--- src/rtl/sys_cmd_master.sv ---
// sys_cmd_master: serialises one host request into a command byte frame and collects the response.
// Latency: first TX byte the cycle after accept, 1 byte/cycle when TX_READY is held high,
//   and CMD_DONE one cycle after the last TX byte (write) or after the last RX byte.
// Backpressure: TX stalls indefinitely on !TX_READY with TX_DATA held; RX has none (strobe only).
// Ports: CLK/RST (async active-low); CMD_* request (valid/ready); TX_* byte out (valid/ready);
//   RX_* byte in (strobe); CMD_DONE pulse, RSP_DATA, TIMEOUT_ERR, BUSY status.
module sys_cmd_master #(
  parameter int Address_Width  = 4,
  parameter int Timeout_Cycles = 4096,
  parameter int Data_Width     = 8
) (
  input  logic                     CLK,
  input  logic                     RST,
  input  logic                     CMD_VALID,
  output logic                     CMD_READY,
  input  logic [1:0]               CMD_TYPE,
  input  logic [Address_Width-1:0] CMD_ADDR,
  input  logic [Data_Width-1:0]    CMD_DATA_A,
  input  logic [Data_Width-1:0]    CMD_DATA_B,
  input  logic [3:0]               CMD_FUN,
  output logic [Data_Width-1:0]    TX_DATA,
  output logic                     TX_VALID,
  input  logic                     TX_READY,
  input  logic [Data_Width-1:0]    RX_DATA,
  input  logic                     RX_VALID,
  output logic                     CMD_DONE,
  output logic [15:0]              RSP_DATA,
  output logic                     TIMEOUT_ERR,
  output logic                     BUSY
);

  typedef enum logic [1:0] {S_IDLE, S_SEND, S_WAIT_LO, S_WAIT_HI} state_t;

  localparam logic [1:0] T_WR = 2'd0, T_RD = 2'd1, T_ALU = 2'd2, T_ALU0 = 2'd3;

  // Counter only needs to reach Timeout_Cycles-1.
  localparam int CW   = (Timeout_Cycles > 1) ? $clog2(Timeout_Cycles) : 1;
  localparam int TLIM = (Timeout_Cycles > 0) ? Timeout_Cycles - 1 : 0;
  localparam logic [CW-1:0] TMAX = TLIM[CW-1:0];

  state_t                  r_state, w_state_nxt;
  logic [1:0]              r_type, w_type_nxt;
  logic [Address_Width-1:0] r_addr, w_addr_nxt;
  logic [Data_Width-1:0]   r_a, w_a_nxt, r_b, w_b_nxt;
  logic [3:0]              r_fun, w_fun_nxt;
  logic [1:0]              r_idx, w_idx_nxt;
  logic [Data_Width-1:0]   r_tx_data, w_tx_data_nxt;
  logic                    r_tx_valid, w_tx_valid_nxt;
  logic                    r_done, w_done_nxt;
  logic [15:0]             r_rsp, w_rsp_nxt;
  logic                    r_tout, w_tout_nxt;
  logic [Data_Width-1:0]   r_lo, w_lo_nxt;
  logic [CW-1:0]           r_cnt, w_cnt_nxt;

  logic [Data_Width-1:0]   w_hdr;
  logic [Data_Width-1:0]   w_next_byte;
  logic [1:0]              w_last_idx;
  logic [1:0]              w_idx_inc;
  logic                    w_tmo;

  assign w_idx_inc = r_idx + 2'd1;
  assign w_tmo     = (Timeout_Cycles > 0) && (r_cnt == TMAX);

  // Header byte comes straight from the request inputs so it can load on the accept edge.
  always_comb begin
    w_hdr = Data_Width'(8'hAA);
    case (CMD_TYPE)
      T_WR:    w_hdr = Data_Width'(8'hAA);
      T_RD:    w_hdr = Data_Width'(8'hBB);
      T_ALU:   w_hdr = Data_Width'(8'hCC);
      default: w_hdr = Data_Width'(8'hDD);
    endcase
  end

  // Payload byte following the one currently on TX, from the latched request.
  always_comb begin
    w_next_byte = '0;
    w_last_idx  = 2'd1;
    case (r_type)
      T_WR: begin
        w_last_idx  = 2'd2;
        w_next_byte = (w_idx_inc == 2'd1) ? Data_Width'(r_addr) : r_a;
      end
      T_RD: begin
        w_last_idx  = 2'd1;
        w_next_byte = Data_Width'(r_addr);
      end
      T_ALU: begin
        w_last_idx  = 2'd3;
        case (w_idx_inc)
          2'd1:    w_next_byte = r_a;
          2'd2:    w_next_byte = r_b;
          default: w_next_byte = Data_Width'(r_fun);
        endcase
      end
      default: begin
        w_last_idx  = 2'd1;
        w_next_byte = Data_Width'(r_fun);
      end
    endcase
  end

  always_comb begin
    w_state_nxt    = r_state;
    w_type_nxt     = r_type;
    w_addr_nxt     = r_addr;
    w_a_nxt        = r_a;
    w_b_nxt        = r_b;
    w_fun_nxt      = r_fun;
    w_idx_nxt      = r_idx;
    w_tx_data_nxt  = r_tx_data;
    w_tx_valid_nxt = r_tx_valid;
    w_done_nxt     = 1'b0;
    w_rsp_nxt      = r_rsp;
    w_tout_nxt     = r_tout;
    w_lo_nxt       = r_lo;
    w_cnt_nxt      = r_cnt;
    case (r_state)
      S_IDLE: begin
        if (CMD_VALID) begin
          w_type_nxt     = CMD_TYPE;
          w_addr_nxt     = CMD_ADDR;
          w_a_nxt        = CMD_DATA_A;
          w_b_nxt        = CMD_DATA_B;
          w_fun_nxt      = CMD_FUN;
          w_tout_nxt     = 1'b0;
          w_idx_nxt      = 2'd0;
          w_tx_data_nxt  = w_hdr;
          w_tx_valid_nxt = 1'b1;
          w_state_nxt    = S_SEND;
        end
      end
      S_SEND: begin
        if (r_tx_valid && TX_READY) begin
          if (r_idx == w_last_idx) begin
            w_tx_valid_nxt = 1'b0;
            w_cnt_nxt      = '0;
            if (r_type == T_WR) begin
              w_state_nxt = S_IDLE;
              w_done_nxt  = 1'b1;
              w_rsp_nxt   = '0;
            end else begin
              w_state_nxt = S_WAIT_LO;
            end
          end else begin
            // Reload on the accept edge so TX_VALID never drops mid-frame.
            w_idx_nxt     = w_idx_inc;
            w_tx_data_nxt = w_next_byte;
          end
        end
      end
      S_WAIT_LO: begin
        if (RX_VALID) begin
          w_lo_nxt  = RX_DATA;
          w_cnt_nxt = '0;
          if (r_type == T_RD) begin
            w_state_nxt = S_IDLE;
            w_done_nxt  = 1'b1;
            w_rsp_nxt   = {{Data_Width{1'b0}}, RX_DATA};
          end else begin
            w_state_nxt = S_WAIT_HI;
          end
        end else if (w_tmo) begin
          w_state_nxt = S_IDLE;
          w_done_nxt  = 1'b1;
          w_tout_nxt  = 1'b1;
          w_rsp_nxt   = '0;
        end else begin
          w_cnt_nxt = r_cnt + 1'b1;
        end
      end
      default: begin
        // A byte arriving on the limit cycle still wins over the timeout.
        if (RX_VALID) begin
          w_state_nxt = S_IDLE;
          w_done_nxt  = 1'b1;
          w_rsp_nxt   = {RX_DATA, r_lo};
          w_cnt_nxt   = '0;
        end else if (w_tmo) begin
          w_state_nxt = S_IDLE;
          w_done_nxt  = 1'b1;
          w_tout_nxt  = 1'b1;
          w_rsp_nxt   = {{Data_Width{1'b0}}, r_lo};
        end else begin
          w_cnt_nxt = r_cnt + 1'b1;
        end
      end
    endcase
  end

  always_ff @(posedge CLK or negedge RST) begin
    if (!RST) begin
      r_state    <= S_IDLE;
      r_type     <= '0;
      r_addr     <= '0;
      r_a        <= '0;
      r_b        <= '0;
      r_fun      <= '0;
      r_idx      <= '0;
      r_tx_data  <= '0;
      r_tx_valid <= 1'b0;
      r_done     <= 1'b0;
      r_rsp      <= '0;
      r_tout     <= 1'b0;
      r_lo       <= '0;
      r_cnt      <= '0;
    end else begin
      r_state    <= w_state_nxt;
      r_type     <= w_type_nxt;
      r_addr     <= w_addr_nxt;
      r_a        <= w_a_nxt;
      r_b        <= w_b_nxt;
      r_fun      <= w_fun_nxt;
      r_idx      <= w_idx_nxt;
      r_tx_data  <= w_tx_data_nxt;
      r_tx_valid <= w_tx_valid_nxt;
      r_done     <= w_done_nxt;
      r_rsp      <= w_rsp_nxt;
      r_tout     <= w_tout_nxt;
      r_lo       <= w_lo_nxt;
      r_cnt      <= w_cnt_nxt;
    end
  end

  assign CMD_READY   = (r_state == S_IDLE);
  assign BUSY        = (r_state != S_IDLE);
  assign TX_DATA     = r_tx_data;
  assign TX_VALID    = r_tx_valid;
  assign CMD_DONE    = r_done;
  assign RSP_DATA    = r_rsp;
  assign TIMEOUT_ERR = r_tout;

endmodule

--- config.mk ---
export PLATFORM = sky130hd
export DESIGN_NAME = sys_cmd_master
export DESIGN_NICKNAME = d
export VERILOG_FILES = /design/src/rtl/sys_cmd_master.sv
export SDC_FILE = /design/constraint.sdc
export NUM_CORES = 1
export LEC_CHECK = 0
export ABC_CLOCK_PERIOD_IN_PS = 2150
export CORE_ASPECT_RATIO = 1.25
export CORE_MARGIN = 5
export CORE_UTILIZATION = 48
export DETAILED_ROUTE_END_ITERATION = 8
export PLACE_DENSITY = 0.76
export REMOVE_ABC_BUFFERS = 1
export SLEW_MARGIN = 20
export SYNTH_ARGS = -nofsm -noshare
export SYNTH_HDL_FRONTEND = slang
export SYNTH_SLANG_ARGS = --single-unit
--- constraint.sdc ---
create_clock -name CLK -period 2.15 [get_ports CLK]
set_input_delay 0.3225 -clock CLK [delete_from_list [all_inputs] [get_ports CLK]]
set_output_delay 0.3225 -clock CLK [all_outputs]
set_load 0.1 [all_outputs]
[After elaboration in Yosys (flattened, before gate mapping)]
Cells that the tools add are included.
Cells by class
  add/sub/neg operators: 2
  $mul: 0
  divide/modulo/power cells: 0
  $lt $le $gt $ge: 0
  equality and inequality tests: 19
  shifts and indexed selects: 0
  muxes and demuxes: 52
  bitwise operators: 2
  reductions and logical operators: 16
Operators by type and width (number)
  2-to-1 mux 16 bit: 8
  2-to-1 mux 12 bit: 4
  case mux 16 bit (3 select lines): 1
  2-to-1 mux 8 bit: 4
  case mux 8 bit (2 select lines): 2
  case mux 12 bit (2 select lines): 1
  case mux 8 bit (3 select lines): 1
  2-to-1 mux 2 bit: 11
  case mux 7 bit (3 select lines): 1
  AND reduction 4 bit: 4
  2-to-1 mux 1 bit: 13
  adder 12 x 1 -> 12 bit (second input constant): 1
  equality test 12 bit (second input constant): 1
  inequality test 2 bit (second input constant): 6
  equality test 2 x 1 -> 1 bit (second input constant): 4
  equality test 2 bit (second input constant): 4
  case mux 2 bit (2 select lines): 2
  AND reduction 7 bit: 1
  zero test 2 bit: 3
  inequality test 3 bit (second input constant): 2
  case mux 2 bit (3 select lines): 1
  nonzero test 2 bit: 3
  case mux 1 bit (2 select lines): 2
  AND reduction 2 bit: 2
  other kinds (8): 9
Word-level totals
  register bits: 77
  latch bits: 0
  memory bits (writable): 0
  ROM bits: 0
  input bits: 39
  output and inout port bits: 29
  logic and storage cells: 105
  memories: 0

[Logic depth before layout (Yosys ltp)]
  depth in word-level cells: 7
  mapped depth: 8
  mapped depth without buffers: 6

[Worst setup path after synthesis]
Ideal clock, no wire load.
  kind: reg2reg
  start point: register r_state[0]
  end point: register r_tx_data[0], in the netlist TX_DATA[0]
  setup time: 125 ps
  arrival: 2892 ps
  required time: 2025 ps
  setup slack: -868 ps
  cell stages (with the launch flop): 9
  path buffers: 2
  clock period less this slack: 3018 ps
  path through: dfrtp_1 inv_1 ha_1 clkbuf_1 inv_1 nor2_1 o21a_1 buf_4 mux2_2
Between the ends
  cells in the longest elaborated chain, start to end: 3
  elaborated cells between the ends (all ways): 8
  those cells by class: eq/ne: 4; mux: 1; reduce/logical: 3
Ends and longest elaborated chain
  from (decl): line 41  | state_t r_state, w_state_nxt;
  from (signal assigned): line 208  | r_state <= w_state_nxt;
  zero test 2 bit *
  via CMD_READY: line 15  | output logic CMD_READY,
  inequality test 2 bit (no line) / nonzero test 2 bit (equally long branches)
  AND reduction 4 bit (no line)
  to (signal assigned): line 215  | r_tx_data <= w_tx_data_nxt;
  to (decl): line 47  | logic [Data_Width-1:0] r_tx_data, w_tx_data_nxt;
Mark *: on every way through the listed nets, which the timed path passes. The rest lies on a longest branch.
A chain may end at the register's enable or synchronous reset.

[Worst setup path in the final report]
  start point: register r_state[1]
  end point: register r_rsp[2], in the netlist RSP_DATA[2]
Between the ends
  cells in the longest elaborated chain, start to end: 3
  elaborated cells between the ends (all ways): 12
  those cells by class: eq/ne: 7; mux: 1; bitwise: 1; reduce/logical: 3
Ends and longest elaborated chain
  equality test 2 bit (tied with other cells): line 118  | case (r_state)
  inequality test 3 bit (no line) (tied with other cells)
  AND reduction 7 bit (no line)
  to (signal assigned): line 218  | r_rsp <= w_rsp_nxt;
  to (decl): line 50  | logic [15:0] r_rsp, w_rsp_nxt;
Parallel ways exist; a longest one is shown, timed or not.

==> metrics.md <==
| Metric | Value |
|---|---|
| Status | complete, no violations |
| # IOs | 68 |
| Syn. warnings | 0 |
| Dpl cell area | 0.00496 mm2 |
| Initial drt markers | 182 |
| Max clock buf depth | 2 |
| Slew Limit Headroom | 0.653 |
| Final Cycle Share | 0.943 |
| Hold Violations, Final | 0 |
| Pin count of the biggest net entering global routing | 40 |
| Worst Tran Pin Value | 521 ps |
| DIE HEIGHT | 113 um |
| #FFs+latches synth | 77 |
| FFs w/ async S/R, synth | 1.00 |
| Worst-path clk slew | 80 ps |
| Sequential-to-total area share from yosys stat | 0.472 |
| Final Non-Filler Cells | 578 |
| Commonest non-fill, non-tap cell in the layout | dfrtp_1 |
| I/O Buffers | 67 |
| Via Count | 3319 |
| Final Skew | 12.5 ps |
| Final setup fails | 0 |
| Hold-fix buffers, CTS | 1 |
| Distinct cell type count after synthesis | 59 |
| DIE AREA | 0.0105 mm2 |
| Slowest cell delay on critical path | 380 ps |
| Reg-to-Reg Start | r_state[1] |
| TritonCTS clock tree | yes |
| Ys flop type | dfrtp_1 |
| Buf/Inv on CP | 2 |
| Die Wd | 92.5 um |
| Gr usage total | 0.194 |
| Hold Crit Class | in2async |
| Worst R2R End | RSP_DATA[2] |
| Worst-skew pair later-pin latency | 350 ps |
| N_diodes | 0 |
| Post-DRT Antenna Nets | 0 |
| Layout Area Growth over Synthesis | 27.8% |
| # Post-CTS Setup Buffers | 0 |
| CTS root buffer | clkbuf_8 |
| CTS H-tree depth | 3 |
| Final Power | 3.00 mW |
| CTS Sinks | 77 |
| Number of global-route vias before repair | 3360 |
| Hold WS | 487 ps |
| Setup tns final | 0 ps |
| CP Capture Type | register |
| Place WS | 35.2 ps |
| CP max-delay cell | dfrtp_1 |
| Crit Path Category | reg2reg |
| FP Rows | 37 |
| Drt pass-1 iters | 4 |
| Syn avg cell area | 10.4 um2 |
| Fillers | 683 |
| CP startpoint kind | register |
| CP top delay family | compound AO/OA/AOI/OAI gates |
| Max-cap violations | 0 |
| Post-synth EDFFs | 0 |
| Final Util | 0.629 |
| Slew Limit Fails | 0 |
| Worst VDD drop | 334 uV |
| First-pass GRT wire length | 16.3 mm |
| Post-Route WL | 9.51 mm |
| R2R cell count | 7 |
| PD cells | 575 mW/mm2 |
| CP Cell Sequence | buf_4 -> ha_1 -> and2_1 -> a21o_1 -> a221oi_4 -> buf_12 -> mux2_2 |
| CP max FO | 16 |
| Pleak | 2.43 nW |
| Share of layout cells above drive strength 1 | 0.252 |
| Routed wire per std cell | 16.4 um |
| Core region area | 0.00829 mm2 |
| Drc violations | 0 |
| Synthesized area | 0.00408 mm2 |
| Fmax | 493 MHz |
| Initial antenna violation count | 0 |
| Reg2Reg Setup Slack | 120 ps |
| Vias per cell | 5.74 |
| Cells after synthesis | 393 |
| Commonest cells after routing, fill and taps aside | 77 x dfrtp_1, 51 x buf_4, 38 x mux2_2, 37 x clkdlybuf4s50_1, 34 x nand2_1 |
| Total gr overflow | 0 |
| Placed instance count | 561 |
| Design area | 0.00522 mm2 |
| CTS resizes | 0 |
| CTS Buf Count | 9 |
| Routability cong. | 0.923 |
| Critical path data arrival time | 2260 ps |
| Net count, final | 523 |
| HPWL after DPL | 6.99 mm |
| Min setup slack post-route | 122 ps |
| Tmin final | 2030 ps |
| Starting Density | 0.493 |
| RSZ-0062 raised after global routing | false |
| Crit path required time | 2380 ps |
==> area by class of cell <==
| class | count | area (um2) | share of cell area |
|---|---|---|---|
| clock buffers | 11 | 141 | 0.0271 |
| clock inverters | 5 | 108 | 0.0206 |
| inverters | 27 | 101 | 0.0194 |
| multi-input cells | 267 | 1950 | 0.375 |
| flip-flops and latches | 77 | 1930 | 0.369 |
| well taps | 97 | 121 | 0.0233 |
| repair buffers | 94 | 863 | 0.166 |
==> power breakdown <==
group / total, mW / switching [mW] / internal, mW
Combinational: 0.196 / 0.115 / 0.0819
Sequential: 1.46 / 0.00458 / 1.45
Clock: 1.34 / 0.536 / 0.808
Total: 3.00 / 0.655 / 2.34
==> flip-flops by register name (all words and copies together) (netlist names) <==
register     count
TX_VALID         1
r_fun            4
TX_DATA          8
r_cnt           12
r_idx            2
r_b              8
r_addr           4
CMD_DONE         1
r_type           2
TIMEOUT_ERR      1
RSP_DATA        16
r_a              8
r_state          2
r_lo             8
==> cell families after synthesis <==
group           after synthesis  synth area share
simple gates                107             0.144
mux                          48             0.132
flops                        77             0.472
fa+ha+maj                     8            0.0245
buf+inv                      49            0.0493
compound gates              104             0.179
==> worst register-to-register path: stages (launching register included) <==
cell and delay, ps:
dfrtp_1 380, buf_4 140, ha_1 220, and2_1 180
a21o_1 210, a221oi_4 230, buf_12 200, mux2_2 350
==> worst max-delay path by stage <==
stage                     slack (ps)        from           to  depth (start not counted)
after CTS                        130  r_state[1]  RSP_DATA[2]                          7
after floorplan                -1100  r_state[0]   TX_DATA[0]                          6
final                            120  r_state[1]  RSP_DATA[2]                          7
after global placement            80    RX_VALID  RSP_DATA[1]                          6
after global routing              10  r_state[0]  RSP_DATA[2]                          7
after detailed placement          40    RX_VALID  RSP_DATA[7]                          6
==> synthesized netlist by cell type, drive strengths merged (3+ instances only) <==
master,instances,area share
dfrtp,77,0.47
nor2b,4,0.0061
nand3,18,0.023
mux2i,8,0.020
o211a,4,0.0098
and2,3,0.0046
and3,3,0.0046
a21o,4,0.0074
nand4,7,0.011
nand2,34,0.031
a22o,3,0.0064
nor4,3,0.0083
o211ai,5,0.0092
buf,6,0.0098
mux2,40,0.11
a31oi,5,0.0077
a211oi,4,0.0074
o2bb2ai,3,0.0064
a211o,4,0.0086
and4,3,0.0064
nor2,12,0.011
nor3,6,0.0074
clkbuf,16,0.015
o21a,5,0.0092
a21oi,14,0.017
o21ai,30,0.037
nand2b,5,0.0077
ha,8,0.025
inv,26,0.024
==> routing by layer <==
layer	part of all wire	vias up	global-route usage
met2	0.50	99	0.329
met5	0	-	0
li1	-	1602	-
met4	0.018	0	0.0624
met1	0.42	1604	0.242
met3	0.058	14	0.0505
(Power assumes the default switching activity.)
